**config.mk**
```make
export PLATFORM = sky130hd
export DESIGN_NAME = gray_adaptive_binarizer_flat
export DESIGN_NICKNAME = d
export VERILOG_FILES = /design/src/rtl/gray_adaptive_binarizer_if.sv /design/src/rtl/gray_adaptive_binarizer.sv /design/src/flat_wrapper.sv
export SDC_FILE = /design/constraint.sdc
export NUM_CORES = 1
export LEC_CHECK = 0
export BUFFER_PORTS_ARGS = -buffer_cell sky130_fd_sc_hd__buf_4
export CAP_MARGIN = 10
export CORE_ASPECT_RATIO = 0.6
export CORE_MARGIN = 2
export CORE_UTILIZATION = 30
export DETAILED_ROUTE_END_ITERATION = 12
export GPL_TIMING_DRIVEN = 0
export SETUP_SLACK_MARGIN = 0.02
export SYNTH_ARGS = -nofsm -noshare
export SYNTH_HDL_FRONTEND = slang
export SYNTH_SLANG_ARGS = --single-unit
```
**constraint.sdc**
```tcl
create_clock -name clk -period 3.7 [get_ports clk]
set_input_delay 0.555 -clock clk [delete_from_list [all_inputs] [get_ports clk]]
set_output_delay 0.555 -clock clk [all_outputs]
set_load 0.1 [all_outputs]
```
**src/rtl/gray_adaptive_binarizer_if.sv**
```systemverilog
// Pixel stream bundle for gray_adaptive_binarizer.
//   s_* : upstream gray pixel stream (valid/ready, gray, sof, eol)
//   m_* : downstream masked pixel stream (valid/ready, gray, mask, sof, eol)
// Modports:
//   slave  - the binarizer: consumes s_*, produces m_*
//   master - the environment: produces s_*, consumes m_*
interface gray_adaptive_binarizer_if;
    logic       s_valid;
    logic       s_ready;
    logic [7:0] s_gray;
    logic       s_sof;
    logic       s_eol;
    logic       m_valid;
    logic       m_ready;
    logic [7:0] m_gray;
    logic       m_mask;
    logic       m_sof;
    logic       m_eol;

    modport slave (
        input  s_valid, s_gray, s_sof, s_eol, m_ready,
        output s_ready, m_valid, m_gray, m_mask, m_sof, m_eol
    );

    modport master (
        output s_valid, s_gray, s_sof, s_eol, m_ready,
        input  s_ready, m_valid, m_gray, m_mask, m_sof, m_eol
    );
endinterface

```
**src/rtl/gray_adaptive_binarizer.sv**
```systemverilog
// Adaptive binarizer: passes 8-bit gray pixels through with a foreground mask
// (gray >= threshold). The threshold is the mean gray level of the previous
// complete frame, computed by a restoring divider after each frame ends and
// applied from the next start-of-frame.
// Ports:
//   clk, rst_n   - pixel clock, asynchronous active-low reset
//   bus          - stream bundle (slave modport): s_* in, m_* out, 1-cycle latency
//   thresh       - threshold currently applied
//   frame_err    - one-cycle pulse on short/long frame or dropped end-of-frame
// Optional feature macro THRESH_OVERRIDE_EN adds thr_ovr_en / thr_ovr_val, which
// replace the threshold cycle by cycle while the mean keeps being computed.
module gray_adaptive_binarizer #(
    parameter int unsigned FRAME_PIXELS = 307200,
    parameter int unsigned INIT_THRESH  = 128,
    parameter int unsigned CNT_W        = 20
) (
    input  logic                       clk,
    input  logic                       rst_n,
    gray_adaptive_binarizer_if.slave   bus,
`ifdef THRESH_OVERRIDE_EN
    input  logic                       thr_ovr_en,
    input  logic [7:0]                 thr_ovr_val,
`endif
    output logic [7:0]                 thresh,
    output logic                       frame_err
);
    localparam int unsigned SUM_W = 8 + CNT_W;
    localparam int unsigned STEP_W = $clog2(SUM_W);
    localparam logic [CNT_W-1:0] FRAME_CNT = CNT_W'(FRAME_PIXELS);
    localparam logic [CNT_W:0] DIVISOR = (CNT_W + 1)'(FRAME_PIXELS);
    localparam logic [STEP_W-1:0] LAST_STEP = STEP_W'(SUM_W - 1);

    typedef enum logic [1:0] {StAccum, StDivide, StDone} state_e;

    state_e            state_q, state_d;
    logic              out_valid_q, out_mask_q, out_sof_q, out_eol_q;
    logic [7:0]        out_gray_q;
    logic [7:0]        thresh_q, thresh_d, cmp_thr;
    logic [7:0]        pend_q, pend_d;
    logic              pend_ok_q, pend_ok_d;
    logic [SUM_W-1:0]  sum_q, sum_inc;
    logic [CNT_W-1:0]  cnt_q, cnt_inc;
    logic              acc_on_q;      // accumulating a frame that began with sof
    logic              long_armed_q;  // frame completed, no sof seen yet
    logic              err_q;
    logic [CNT_W-1:0]  rem_q, rem_d;
    logic [SUM_W-1:0]  quo_q, quo_d;  // dividend shifts out, quotient shifts in
    logic [STEP_W-1:0] step_q, step_d;
    logic [CNT_W:0]    trial;
    logic [CNT_W-1:0]  diff;
    logic              trial_ge;
    logic              ready, xfer, apply_pend, eof;
    logic              short_err, long_err, drop_err;

    assign ready       = !out_valid_q || bus.m_ready;
    assign bus.s_ready = ready;
    assign xfer        = bus.s_valid && ready;
    assign bus.m_valid = out_valid_q;
    assign bus.m_gray  = out_gray_q;
    assign bus.m_mask  = out_mask_q;
    assign bus.m_sof   = out_sof_q;
    assign bus.m_eol   = out_eol_q;
    assign frame_err   = err_q;

    // A new mean only takes effect on an sof transfer, and that sof pixel already uses it.
    assign apply_pend = xfer && bus.s_sof && pend_ok_q;
    assign thresh_d   = apply_pend ? pend_q : thresh_q;

`ifdef THRESH_OVERRIDE_EN
    assign cmp_thr = thr_ovr_en ? thr_ovr_val : thresh_d;
    assign thresh  = thr_ovr_en ? thr_ovr_val : thresh_q;
`else
    assign cmp_thr = thresh_d;
    assign thresh  = thresh_q;
`endif

    assign sum_inc   = sum_q + SUM_W'(bus.s_gray);
    assign cnt_inc   = cnt_q + CNT_W'(1);
    assign eof       = xfer && !bus.s_sof && acc_on_q && (cnt_inc == FRAME_CNT);
    assign short_err = xfer && bus.s_sof && (cnt_q != '0);
    assign long_err  = xfer && !bus.s_sof && !acc_on_q && long_armed_q;
    assign drop_err  = eof && (state_q != StAccum);

    // Restoring division step: the remainder is always below the divisor, so it fits CNT_W bits.
    assign trial    = {rem_q, quo_q[SUM_W-1]};
    assign trial_ge = (trial >= DIVISOR);
    assign diff     = CNT_W'(trial - DIVISOR);

    always_comb begin
        state_d   = state_q;
        rem_d     = rem_q;
        quo_d     = quo_q;
        step_d    = step_q;
        pend_d    = pend_q;
        pend_ok_d = pend_ok_q;
        if (apply_pend) begin
            pend_ok_d = 1'b0;
        end
        unique case (state_q)
            StAccum: begin
                if (eof) begin
                    state_d = StDivide;
                    rem_d   = '0;
                    quo_d   = sum_inc;
                    step_d  = '0;
                end
            end
            StDivide: begin
                rem_d  = trial_ge ? diff : trial[CNT_W-1:0];
                quo_d  = {quo_q[SUM_W-2:0], trial_ge};
                step_d = step_q + STEP_W'(1);
                if (step_q == LAST_STEP) begin
                    state_d = StDone;
                end
            end
            StDone: begin
                pend_d    = quo_q[7:0];
                pend_ok_d = 1'b1;
                state_d   = StAccum;
            end
            default: state_d = StAccum;
        endcase
    end

    always_ff @(posedge clk or negedge rst_n) begin
        if (!rst_n) begin
            state_q   <= StAccum;
            rem_q     <= '0;
            quo_q     <= '0;
            step_q    <= '0;
            pend_q    <= 8'(INIT_THRESH);
            pend_ok_q <= 1'b0;
        end else begin
            state_q   <= state_d;
            rem_q     <= rem_d;
            quo_q     <= quo_d;
            step_q    <= step_d;
            pend_q    <= pend_d;
            pend_ok_q <= pend_ok_d;
        end
    end

    always_ff @(posedge clk or negedge rst_n) begin
        if (!rst_n) begin
            out_valid_q  <= 1'b0;
            out_gray_q   <= '0;
            out_mask_q   <= 1'b0;
            out_sof_q    <= 1'b0;
            out_eol_q    <= 1'b0;
            thresh_q     <= 8'(INIT_THRESH);
            err_q        <= 1'b0;
            sum_q        <= '0;
            cnt_q        <= '0;
            acc_on_q     <= 1'b0;
            long_armed_q <= 1'b0;
        end else begin
            if (xfer) begin
                out_valid_q <= 1'b1;
                out_gray_q  <= bus.s_gray;
                out_mask_q  <= (bus.s_gray >= cmp_thr);
                out_sof_q   <= bus.s_sof;
                out_eol_q   <= bus.s_eol;
            end else if (bus.m_ready) begin
                out_valid_q <= 1'b0;
            end
            thresh_q <= thresh_d;
            err_q    <= short_err | long_err | drop_err;
            if (xfer) begin
                if (bus.s_sof) begin
                    // sof restarts the frame; any partial sum is discarded
                    sum_q        <= SUM_W'(bus.s_gray);
                    cnt_q        <= CNT_W'(1);
                    acc_on_q     <= 1'b1;
                    long_armed_q <= 1'b0;
                end else if (acc_on_q) begin
                    if (eof) begin
                        sum_q        <= '0;
                        cnt_q        <= '0;
                        acc_on_q     <= 1'b0;
                        long_armed_q <= 1'b1;
                    end else begin
                        sum_q <= sum_inc;
                        cnt_q <= cnt_inc;
                    end
                end else if (long_armed_q) begin
                    // report an overlong frame once, then wait quietly for sof
                    long_armed_q <= 1'b0;
                end
            end
        end
    end
endmodule

```
**src/flat_wrapper.sv**
```systemverilog
// flat-port wrapper written by rule: the top's interface ports become plain ports
module gray_adaptive_binarizer_flat 
#(
    parameter int unsigned FRAME_PIXELS = 307200,
    parameter int unsigned INIT_THRESH  = 128,
    parameter int unsigned CNT_W        = 20
)
  (clk, rst_n, thresh, frame_err, bus_s_valid, bus_s_gray, bus_s_sof, bus_s_eol, bus_m_ready, bus_s_ready, bus_m_valid, bus_m_gray, bus_m_mask, bus_m_sof, bus_m_eol);
  gray_adaptive_binarizer_if bus_i ();
  input  logic clk;
  input  logic rst_n;
  output logic [7:0] thresh;
  output logic frame_err;
  input wire logic [$bits(bus_i.s_valid)-1:0] bus_s_valid;
  input wire logic [$bits(bus_i.s_gray)-1:0] bus_s_gray;
  input wire logic [$bits(bus_i.s_sof)-1:0] bus_s_sof;
  input wire logic [$bits(bus_i.s_eol)-1:0] bus_s_eol;
  input wire logic [$bits(bus_i.m_ready)-1:0] bus_m_ready;
  output wire logic [$bits(bus_i.s_ready)-1:0] bus_s_ready;
  output wire logic [$bits(bus_i.m_valid)-1:0] bus_m_valid;
  output wire logic [$bits(bus_i.m_gray)-1:0] bus_m_gray;
  output wire logic [$bits(bus_i.m_mask)-1:0] bus_m_mask;
  output wire logic [$bits(bus_i.m_sof)-1:0] bus_m_sof;
  output wire logic [$bits(bus_i.m_eol)-1:0] bus_m_eol;
  assign bus_i.s_valid = bus_s_valid;
  assign bus_i.s_gray = bus_s_gray;
  assign bus_i.s_sof = bus_s_sof;
  assign bus_i.s_eol = bus_s_eol;
  assign bus_i.m_ready = bus_m_ready;
  assign bus_s_ready = bus_i.s_ready;
  assign bus_m_valid = bus_i.m_valid;
  assign bus_m_gray = bus_i.m_gray;
  assign bus_m_mask = bus_i.m_mask;
  assign bus_m_sof = bus_i.m_sof;
  assign bus_m_eol = bus_i.m_eol;
  gray_adaptive_binarizer #(.FRAME_PIXELS(FRAME_PIXELS), .INIT_THRESH(INIT_THRESH), .CNT_W(CNT_W)) u_core (.clk(clk), .rst_n(rst_n), .bus(bus_i), .thresh(thresh), .frame_err(frame_err));
endmodule
```
==> qor.yml, run 1 <==
run_status:
  status: "finished clean"
route:
  drt_iter0_markers: 483
  dr.pass1.iters: 5
  post_drt_wl_per_cell_um: 17.0
  drc_errors: 0
  ant_nets: 0
  routed_via_density: 5.34
  vias: 6154
  finalWirelength_mm: 19.7
clocking:
  cts_tree: "done"
  clkTransAtPathRegs_ps: 70
  cts.sinks: 135
  htree_levels: 4
  cts_inserted_buffers: 17
  clock_path_buffers: 2
  clk-insertion-delay-late_ps: 430
  cts_root_buf: "clkbuf_16"
final_layout:
  post-route-util_pct: 36.2
  n_antenna_cell: 0
  most-common-layout-cells: "131 x dfrtp_1, 83 x nand2_1, 51 x nor2_1, 38 x buf_4, 35 x inv_1"
  final_layout_size_suffix_gt1_share_pct: 15.2
  fin_cells: 1153
  nets: 854
  areaGrowthSynthToFinish_pct: 18.7
  layout_commonest_cell: "dfrtp_1"
power:
  p_total_uw: 4970
  leakagePower_uw: 0.00394
  p_comb_share_pct: 24.7
  switchingPower_uw: 1680
  powerDensity_nw_per_um2: 568
  pwr-share-clk_pct: 34.9
  switching_share_pct: 33.8
  pwr-share-seq_pct: 40.4
  vdd_drop_max_uv: 275
  p_int_uw: 3290
worst_setup_path:
  cp-end-kind: "register"
  crit_path_cell_trace: "buf_2 > nand4_2 > or4_4 > xnor2_1 > o2111ai_1 > or4_1 > buf_2 > o31a_1 > buf_2 > buf_6 > a221o_1"
  path_depth: 11
  cpMostUsedCell: "buf_2"
  crit_family: "simple AND/OR/NAND/NOR gates"
  arrival_ps: 3880
  start_kind: "register"
  worst-path-buf-inv: 4
  reg2regPathDepth: 11
  cpPeakStageDelay_ps: 580
  crit_slowest_cell: "or4_4"
  cp.required_ps: 4000
  worstPathMaxFanout: 10
  crit_type: "reg -> reg"
place:
  place_congestion: 0.877
  place_hpwl_mm: 14.2
  io_buffers: 35
  dpl.cell_count: 1120
synth:
  yosys_warnings: 0
  yosysTopAreaCell: "dfrtp_1"
  ys.flop_type: "dfrtp_1"
  async_flop_share_pct: 100
  netlist_area_um2: 7370
  ys_seq_elements: 135
  synth-edff-count: 0
  syn-num-nets: 797
  synth-seq-area-share_pct: 45.9
  ys_types: 62
  synth_area_leaders: "dfrtp_1 45%, nand2_1 4.2%, a221o_1 4.1%"
  synth_top_area_share_pct: 45.2
  synthCells: 761
  syn_area_per_cell_um2: 9.68
sta:
  hold_viol_final: 0
  final-setup-viol-count: 0
  rsz0062_at_grt: "yes"
  whs_ps: 35.0
  tightest_slew_ps: 1110
  fin_crit_ps: 3570
  fin_skew_ps: 13.6
  setup_tns_ps: 0
  maxSlewViolCount: 0
  max_freq_ghz: 0.280
  period_share_pct: 96.5
  slew_headroom_pct: 25.1
global_routing:
  grt_start_max_net_pins: 94
  grt_pass1_wl_mm: 32.2
  antenna_found_initial: 0
  groute.usage.overall_pct: 15.9
  grt_pass1_vias: 5751
  grt-ovfl-total: 0
floorplan:
  design.die.area_um2: 25900
  floorplan.die.height_um: 125
  core_area_um2: 24200
  die_w_um: 206
  ios: 36
  start_util_pct: 30.5
  num_rows: 44
min_path:
  hold_class: "in -> async"
run:
  drv_cap: 0
-- cells by family (layout without fill, tap and decap cells) --
kind of cell	Yosys count	in the layout	share of synthesized area, %
AO/OA/AOI/OAI	175	175	18.4
XOR/XNOR	33	33	3.92
adder cells (fa/ha/maj)	22	22	3.84
buffers and inverters	87	157	4.89
flip-flops	135	135	45.9
multiplexers	21	21	3.06
AND/OR/NAND/NOR	288	288	20.0
-- registers in the layout (all words and copies together) (netlist names), 2 cells and up --
| name | flops |
|---|---|
| u_core.quo_q | 28 |
| u_core.sum_q | 28 |
| u_core.cnt_q | 20 |
| u_core.rem_q | 20 |
| u_core.bus.m_gray | 8 |
| u_core.pend_q | 8 |
| u_core.thresh | 8 |
| u_core.step_q | 5 |
| u_core.state_q | 2 |
-- per-stage QoR --
step                instance area, um^2  worst slack, ps
detailed placement                 8090             26.4
CTS                                8680              112
global placement                   8040             -714
floorplan                          7370              130
global route                       8740             13.1
finish                             8740              129
-- area by class of cell --
type | count | area, um^2
plain buffers | 51 | 233
clock buffers | 17 | 425
clock inverters | 15 | 169
fillers | 2410 | 15400
inverters | 35 | 131
multi-input cells | 539 | 3680
flip-flops and latches | 135 | 3380
well taps | 322 | 403
repair buffers | 39 | 319
-- what timing repair did --
action                     in CTS  in global routing
setup endpoints to repair       1                 74
buffers inserted                0                  2
hold endpoints to repair        0                  0
gates resized for setup         1                 19
pin swaps                       0                  0
hold buffers                    0                  0
-- power groups by stage --
stage               clock network (uW)  logic, uW  registers [uW]
floorplan                            0        729            2190
global placement                     0       1200            2020
detailed placement                   0       1230            2020
CTS                               1750       1230            2000
global route                      1830       1370            2050
finish                            1730       1230            2010
-- per-layer routing --
layer | track usage [%] | vias to the layer above | share of wire [%]
met5 | 0 | - | 0
li1 | - | 2927 | -
met4 | 3.53 | 0 | 0.59
met3 | 3.99 | 12 | 7.2
met1 | 26.0 | 3017 | 55
met2 | 20.2 | 198 | 38
-- cells in the mapped netlist, types with 8 or more instances --
| master | number |
|---|---|
| dfrtp_1 | 133 |
| nand2_1 | 83 |
| nor2_1 | 51 |
| clkbuf_1 | 39 |
| inv_1 | 35 |
| nor3_1 | 31 |
| a221o_1 | 30 |
| nand3_1 | 26 |
| o21ai_0 | 25 |
| a22o_1 | 24 |
| xnor2_1 | 22 |
| ha_1 | 21 |
| a21oi_1 | 17 |
| and2_1 | 15 |
| nand4_1 | 15 |
| a221oi_1 | 14 |
| mux2_2 | 12 |
| xor2_1 | 11 |
| a21o_1 | 10 |
| a31oi_1 | 10 |
| and3_1 | 9 |
| buf_2 | 9 |
| mux2i_1 | 9 |
| nand2b_1 | 9 |
| a22oi_1 | 8 |
| nor4_1 | 8 |
-- worst paths after layout --
path	end	from	slack, ps
setup / recovery	u_core.quo_q[23]	u_core.cnt_q[8]	130
hold / removal	u_core.thresh[2]	rst_n	40
setup reg to reg	u_core.quo_q[23]	u_core.cnt_q[8]	130
hold reg to reg	u_core.bus.m_gray[4]	u_core.bus.m_gray[4]	480
max in group asynchronous	u_core.cnt_q[1]	rst_n	2810
min in group clk	u_core.bus.m_eol	bus_s_eol	320
No activity file was read; power rests on OpenSTA's default activity.
==> inputs of run 2 (changes only) <==
--- a/config.mk
+++ b/config.mk
@@ -13,6 +13,7 @@
 export DETAILED_ROUTE_END_ITERATION = 12
 export GPL_TIMING_DRIVEN = 0
 export SETUP_SLACK_MARGIN = 0.02
+export SLEW_MARGIN = 20
 export SYNTH_ARGS = -nofsm -noshare
 export SYNTH_HDL_FRONTEND = slang
 export SYNTH_SLANG_ARGS = --single-unit
==> constraint.sdc (replaced) <==
create_clock -name clk -period 3.7 [get_ports clk]
set_input_delay 0.37 -clock clk [delete_from_list [all_inputs] [get_ports clk]]
set_output_delay 0.37 -clock clk [all_outputs]
set_load 0.1 [all_outputs]
==> qor.yml, run 2 (synthesized netlist as in run 1, its figures left out) <==
floorplan:
  die_w_um: 206
  start_util_pct: 30.5
  ios: 36
  core_area_um2: 24200
  design.die.area_um2: 25900
  num_rows: 44
  floorplan.die.height_um: 125
worst_setup_path:
  reg2reg_from: "u_core.cnt_q[1]"
  start_kind: "register"
  crit_path_cell_trace: "ha_1 > or4_1 > a2111oi_2 > nand4_1 > or4_1 > buf_2 > o31a_1 > buf_2 > buf_6 > a221o_1"
  arrival_ps: 3820
  worstPathMaxFanout: 10
  r2r_setup_slack_ps: 170
  crit_slowest_cell: "or4_1"
  cpPeakStageDelay_ps: 510
  cp.required_ps: 4000
  reg2regPathDepth: 10
  cp-end-kind: "register"
  worst-path-buf-inv: 3
  crit_family: "simple AND/OR/NAND/NOR gates"
  r2r-end: "u_core.quo_q[19]"
  crit_type: "reg -> reg"
global_routing:
  grt_pass1_wl_mm: 32.4
  grt_start_max_net_pins: 94
  groute.usage.overall_pct: 15.9
  grt-ovfl-total: 0
  grt_pass1_vias: 5850
  antenna_found_initial: 0
final_layout:
  n_antenna_cell: 0
  most-common-layout-cells: "132 x dfrtp_1, 83 x nand2_1, 51 x nor2_1, 36 x buf_4"
  fillers: 2413
  final_layout_size_suffix_gt1_share_pct: 14.7
  fin_cells: 1154
  layout_commonest_cell: "dfrtp_1"
  areaGrowthSynthToFinish_pct: 18.8
  nets: 855
  post-route-util_pct: 36.2
  reg.largest.list: "u_core.quo_q (28), u_core.sum_q (28)"
route:
  drt_iter0_markers: 531
  dr_wl_met3_mm: 1.45
  ant_nets: 0
  wl_met2_mm: 7.69
  wirelength_met1_mm: 10.7
  routed_via_density: 5.42
  finalWirelength_mm: 20.0
  vias: 6250
  dr.pass1.iters: 7
  top_layer_used: "met4"
  drc_errors: 0
  post_drt_wl_per_cell_um: 17.3
clocking:
  post_cts_buffers: 0
  clkTransAtPathRegs_ps: 60
  clk-insertion-delay-late_ps: 430
  clock_path_buffers: 2
  cts_tree: "done"
  cts.sinks: 135
  cts_inserted_buffers: 17
  cts_root_buf: "clkbuf_16"
  htree_levels: 4
min_path:
  hold_class: "in -> reg"
  hold_end: "u_core.bus.m_eol"
  hp-start: "bus_s_eol"
  hold_depth: 3
sta:
  tightest_slew_ps: 996
  hold_viol_final: 0
  final-setup-viol-count: 0
  fin_crit_ps: 3530
  rsz0062_at_grt: "no"
  max_freq_ghz: 0.284
  period_share_pct: 95.3
  maxSlewViolCount: 0
  fin_skew_ps: 17.6
  slew_headroom_pct: 33.4
place:
  io_buffers: 35
  place_congestion: 0.877
  place_hpwl_mm: 14.3
  dpl.cell_count: 1121
run:
  drv_cap: 0
power:
  powerDensity_nw_per_um2: 573
  leakagePower_uw: 0.00396
  vdd_drop_max_uv: 308
run_status:
  status: "finished clean"
run 2: changes by cell type in the layout (fill, tap and decap cells not counted), sizes merged:
cell / delta
dlygate4sd3: +1
bufinv: +1
clkbuf: +6
buf: -2
clkinvlp: -2
inv: -3
run 2: report_power, final:
group / switching (uW) / internal [uW] / total [uW]
clock network: 671 / 1100 / 1770
logic: 740 / 499 / 1240
registers: 226 / 1780 / 2010
total: 1640 / 3380 / 5020
run 2: layout make-up:
type / count / area (um^2) / area share, %
sequential: 135 / 3380 / 38.6
tap: 322 / 403 / 4.60
clock inverter: 11 / 149 / 1.70
buffer: 52 / 236 / 2.70
inverter: 35 / 131 / 1.50
clock buffer: 21 / 460 / 5.26
multi-input combinational: 539 / 3670 / 41.9
timing repair buffer: 39 / 323 / 3.69
run 2: worst reg2reg max path, stage by stage (launching register included):
cell and delay, ps:
dfrtp_1 460, ha_1 300, or4_1 440, a2111oi_2 440, nand4_1 140, or4_1 510, buf_2 190, o31a_1 250
buf_2 170, buf_6 160, a221o_1 350
run 2: worst max path at each step:
stage                              endpoint  cells past startpoint                from
after floorplan           u_core.bus.m_mask                     13  u_core.bus.m_valid
after global placement     u_core.quo_q[24]                     10       bus_s_gray[0]
after detailed placement    u_core.quo_q[4]                      9     u_core.cnt_q[1]
after CTS                   u_core.quo_q[4]                      9     u_core.cnt_q[1]
after global routing        u_core.sum_q[2]                     10     u_core.cnt_q[6]
final                      u_core.quo_q[19]                     10     u_core.cnt_q[1]
run 2: routing by layer:
metal,track usage [%],vias to the layer above
li1,-,2923
met1,25.7,3101
met2,20.4,214
met3,4.09,12
met4,4.16,0
met5,0,-
run 2: repair_timing:
item,4_1_cts,5_1_grt
hold endpoints to repair,42,0
gates resized for setup,0,16
endpoints found under the setup margin,0,65
hold buffers,1,0
run 2: per-stage QoR:
step | setup slack [ps] | TNS (ps) | instance area [um^2] | hold slack (ps) | total power, uW
2_1_floorplan | 130 | 0 | 7370 | 74.4 | 2920
3_3_place_gp | -529 | -2850 | 8040 | 460 | 3220
3_5_place_dp | 38.1 | 0 | 8100 | 282 | 3260
4_1_cts | 27.2 | 0 | 8720 | 126 | 5050
5_1_grt | 21.9 | 0 | 8750 | 131 | 5290
6_report | 174 | 0 | 8750 | 141 | 5020
==> inputs of run 3 (changes only) <==
--- a/config.mk
+++ b/config.mk
@@ -12,6 +12,7 @@
 export CORE_UTILIZATION = 30
 export DETAILED_ROUTE_END_ITERATION = 12
 export GPL_TIMING_DRIVEN = 0
+export HOLD_SLACK_MARGIN = 0.03
 export SETUP_SLACK_MARGIN = 0.02
 export SLEW_MARGIN = 20
 export SYNTH_ARGS = -nofsm -noshare
==> constraint.sdc (replaced) <==
create_clock -name clk -period 3.4 [get_ports clk]
set_input_delay 0.34 -clock clk [delete_from_list [all_inputs] [get_ports clk]]
set_output_delay 0.34 -clock clk [all_outputs]
set_load 0.1 [all_outputs]
==> qor.yml, run 3 (synthesized netlist as in run 1, its figures left out) <==
worst_setup_path:
  cpPeakStageDelay_ps: 500
  cpMostUsedCell: "buf_6"
  reg2regPathDepth: 11
  arrival_ps: 3600
  crit_type: "reg -> reg"
  worst-path-buf-inv: 4
  crit_slowest_cell: "or4_4"
  start_kind: "register"
  crit_path_cell_trace: "buf_6 > nand4_1 > buf_4 > or3_1 > o311ai_2 > o21ai_1 > or4_4 > buf_6 > o31a_1 > buf_6 > a221o_1"
  cp.required_ps: 3690
  cp-end-kind: "register"
  crit_family: "simple AND/OR/NAND/NOR gates"
  path_depth: 11
  worstPathMaxFanout: 10
sta:
  max_freq_ghz: 0.302
  fin_crit_ps: 3310
  hold_viol_final: 0
  setup_slack_ps: 89.2
  final-setup-viol-count: 0
  period_share_pct: 97.4
  tightest_slew_ps: 972
  slew_headroom_pct: 34.8
  fin_skew_ps: 13.3
  whs_ps: 109
  maxSlewViolCount: 0
  setup_tns_ps: 0
global_routing:
  antenna_found_initial: 0
  grt_pass1_vias: 5710
  grt-ovfl-total: 0
  grt_pass1_wl_mm: 32.1
  groute.usage.overall_pct: 16.0
  grt_start_max_net_pins: 72
clocking:
  cts_root_buf: "clkbuf_16"
  cts.sinks: 135
  htree_levels: 4
  clock_path_buffers: 2
  cts_tree: "done"
  cts_inserted_buffers: 17
  clk-insertion-delay-late_ps: 420
  clkTransAtPathRegs_ps: 60
route:
  wl_met2_mm: 7.54
  dr.pass1.iters: 7
  top_layer_used: "met4"
  ant_nets: 0
  dr_wl_met3_mm: 1.49
  post_drt_wl_per_cell_um: 17.3
  vias: 6240
  wirelength_met1_mm: 10.8
  finalWirelength_mm: 20.0
  drt_iter0_markers: 543
  routed_via_density: 5.40
  drc_errors: 0
floorplan:
  die_w_um: 206
  num_rows: 44
  core_area_um2: 24200
  start_util_pct: 30.5
  floorplan.die.height_um: 125
  ios: 36
  design.die.area_um2: 25900
final_layout:
  n_antenna_cell: 0
  nets: 857
  most-common-layout-cells: "127 x dfrtp_1, 82 x nand2_1, 51 x nor2_1, 43 x buf_4, 35 x inv_1"
  post-route-util_pct: 36.9
  layout_commonest_cell: "dfrtp_1"
  fillers: 2402
  reg.largest.list: "u_core.quo_q (28), u_core.sum_q (28)"
  seq_area_um2: 3390
  areaGrowthSynthToFinish_pct: 21.2
  final_layout_size_suffix_gt1_share_pct: 17.5
  multiInputGateArea_um2: 3800
place:
  io_buffers: 35
  place_hpwl_mm: 14.2
  place_congestion: 0.865
  dp_slack_ps: -281
power:
  leakagePower_uw: 0.00402
  powerDensity_nw_per_um2: 606
  switchingPower_uw: 1820
  pwr-share-clk_pct: 34.0
  p_int_uw: 3590
  pwr-share-seq_pct: 40.3
  vdd_drop_max_uv: 282
  p_comb_share_pct: 25.7
  switching_share_pct: 33.6
run:
  drv_cap: 0
run_status:
  status: "finished clean"
min_path:
  hold_class: "in -> reg"
  hold_depth: 3
run 3: repair_timing:
action | 4_1_cts | 5_1_grt
setup endpoints to repair | 71 | 83
pin swaps | 1 | 4
setup buffers | 2 | 5
resized for setup | 20 | 27
hold buffers | 1 | 0
cloned | 0 | 0
hold endpoints to repair | 63 | 0
run 3: final timing paths:
kind / start / end / slack, ps
worst min register to register: u_core.bus.m_gray[6] / u_core.bus.m_gray[6] / 480
min in group asynchronous: rst_n / u_core.thresh[3] / 460
max in group asynchronous: rst_n / u_core.cnt_q[1] / 2170
worst max register to register: u_core.cnt_q[6] / u_core.quo_q[17] / 90
worst max-delay path: u_core.cnt_q[6] / u_core.quo_q[17] / 90
worst min-delay path: bus_s_eol / u_core.bus.m_eol / 110
run 3: layout make-up:
type / instances / share of cell area [%]
plain buffers: 47 / 2.68
multi-input cells: 539 / 42.6
flip-flops and latches: 135 / 38.0
well taps: 322 / 4.51
repair buffers: 46 / 4.21
clock inverters: 13 / 1.65
inverters: 35 / 1.47
clock buffers: 19 / 4.85
run 3: through the flow:
step | total power (uW) | std cells | cell area, um^2
after floorplan | 3180 | 761 | 7380
after global placement | 3500 | 1118 | 8050
after detailed placement | 3540 | 1121 | 8100
after CTS | 5420 | 1154 | 8790
after global routing | 5730 | 1156 | 8920
final | 5410 | 1156 | 8920
run 3: routing by layer:
metal,vias up,GRT usage [%]
met5,-,0
met4,0,3.66
met3,17,3.78
met2,216,19.4
met1,3085,27.0
li1,2922,-
run 3: worst register-to-register path: stages (launching register included):
cell and delay (ps):
dfrtp_2 430, buf_6 160, nand4_1 190, buf_4 200
or3_1 390, o311ai_2 140, o21ai_1 130, or4_4 500
buf_6 160, o31a_1 340, buf_6 190, a221o_1 360
run 3: power groups by stage:
stage | combinational (uW) | clock (uW) | sequential (uW)
after CTS | 1370 | 1870 | 2180
after detailed placement | 1340 | 0 | 2200
after global placement | 1310 | 0 | 2190
final | 1390 | 1840 | 2180
after global routing | 1540 | 1960 | 2230
after floorplan | 793 | 0 | 2390
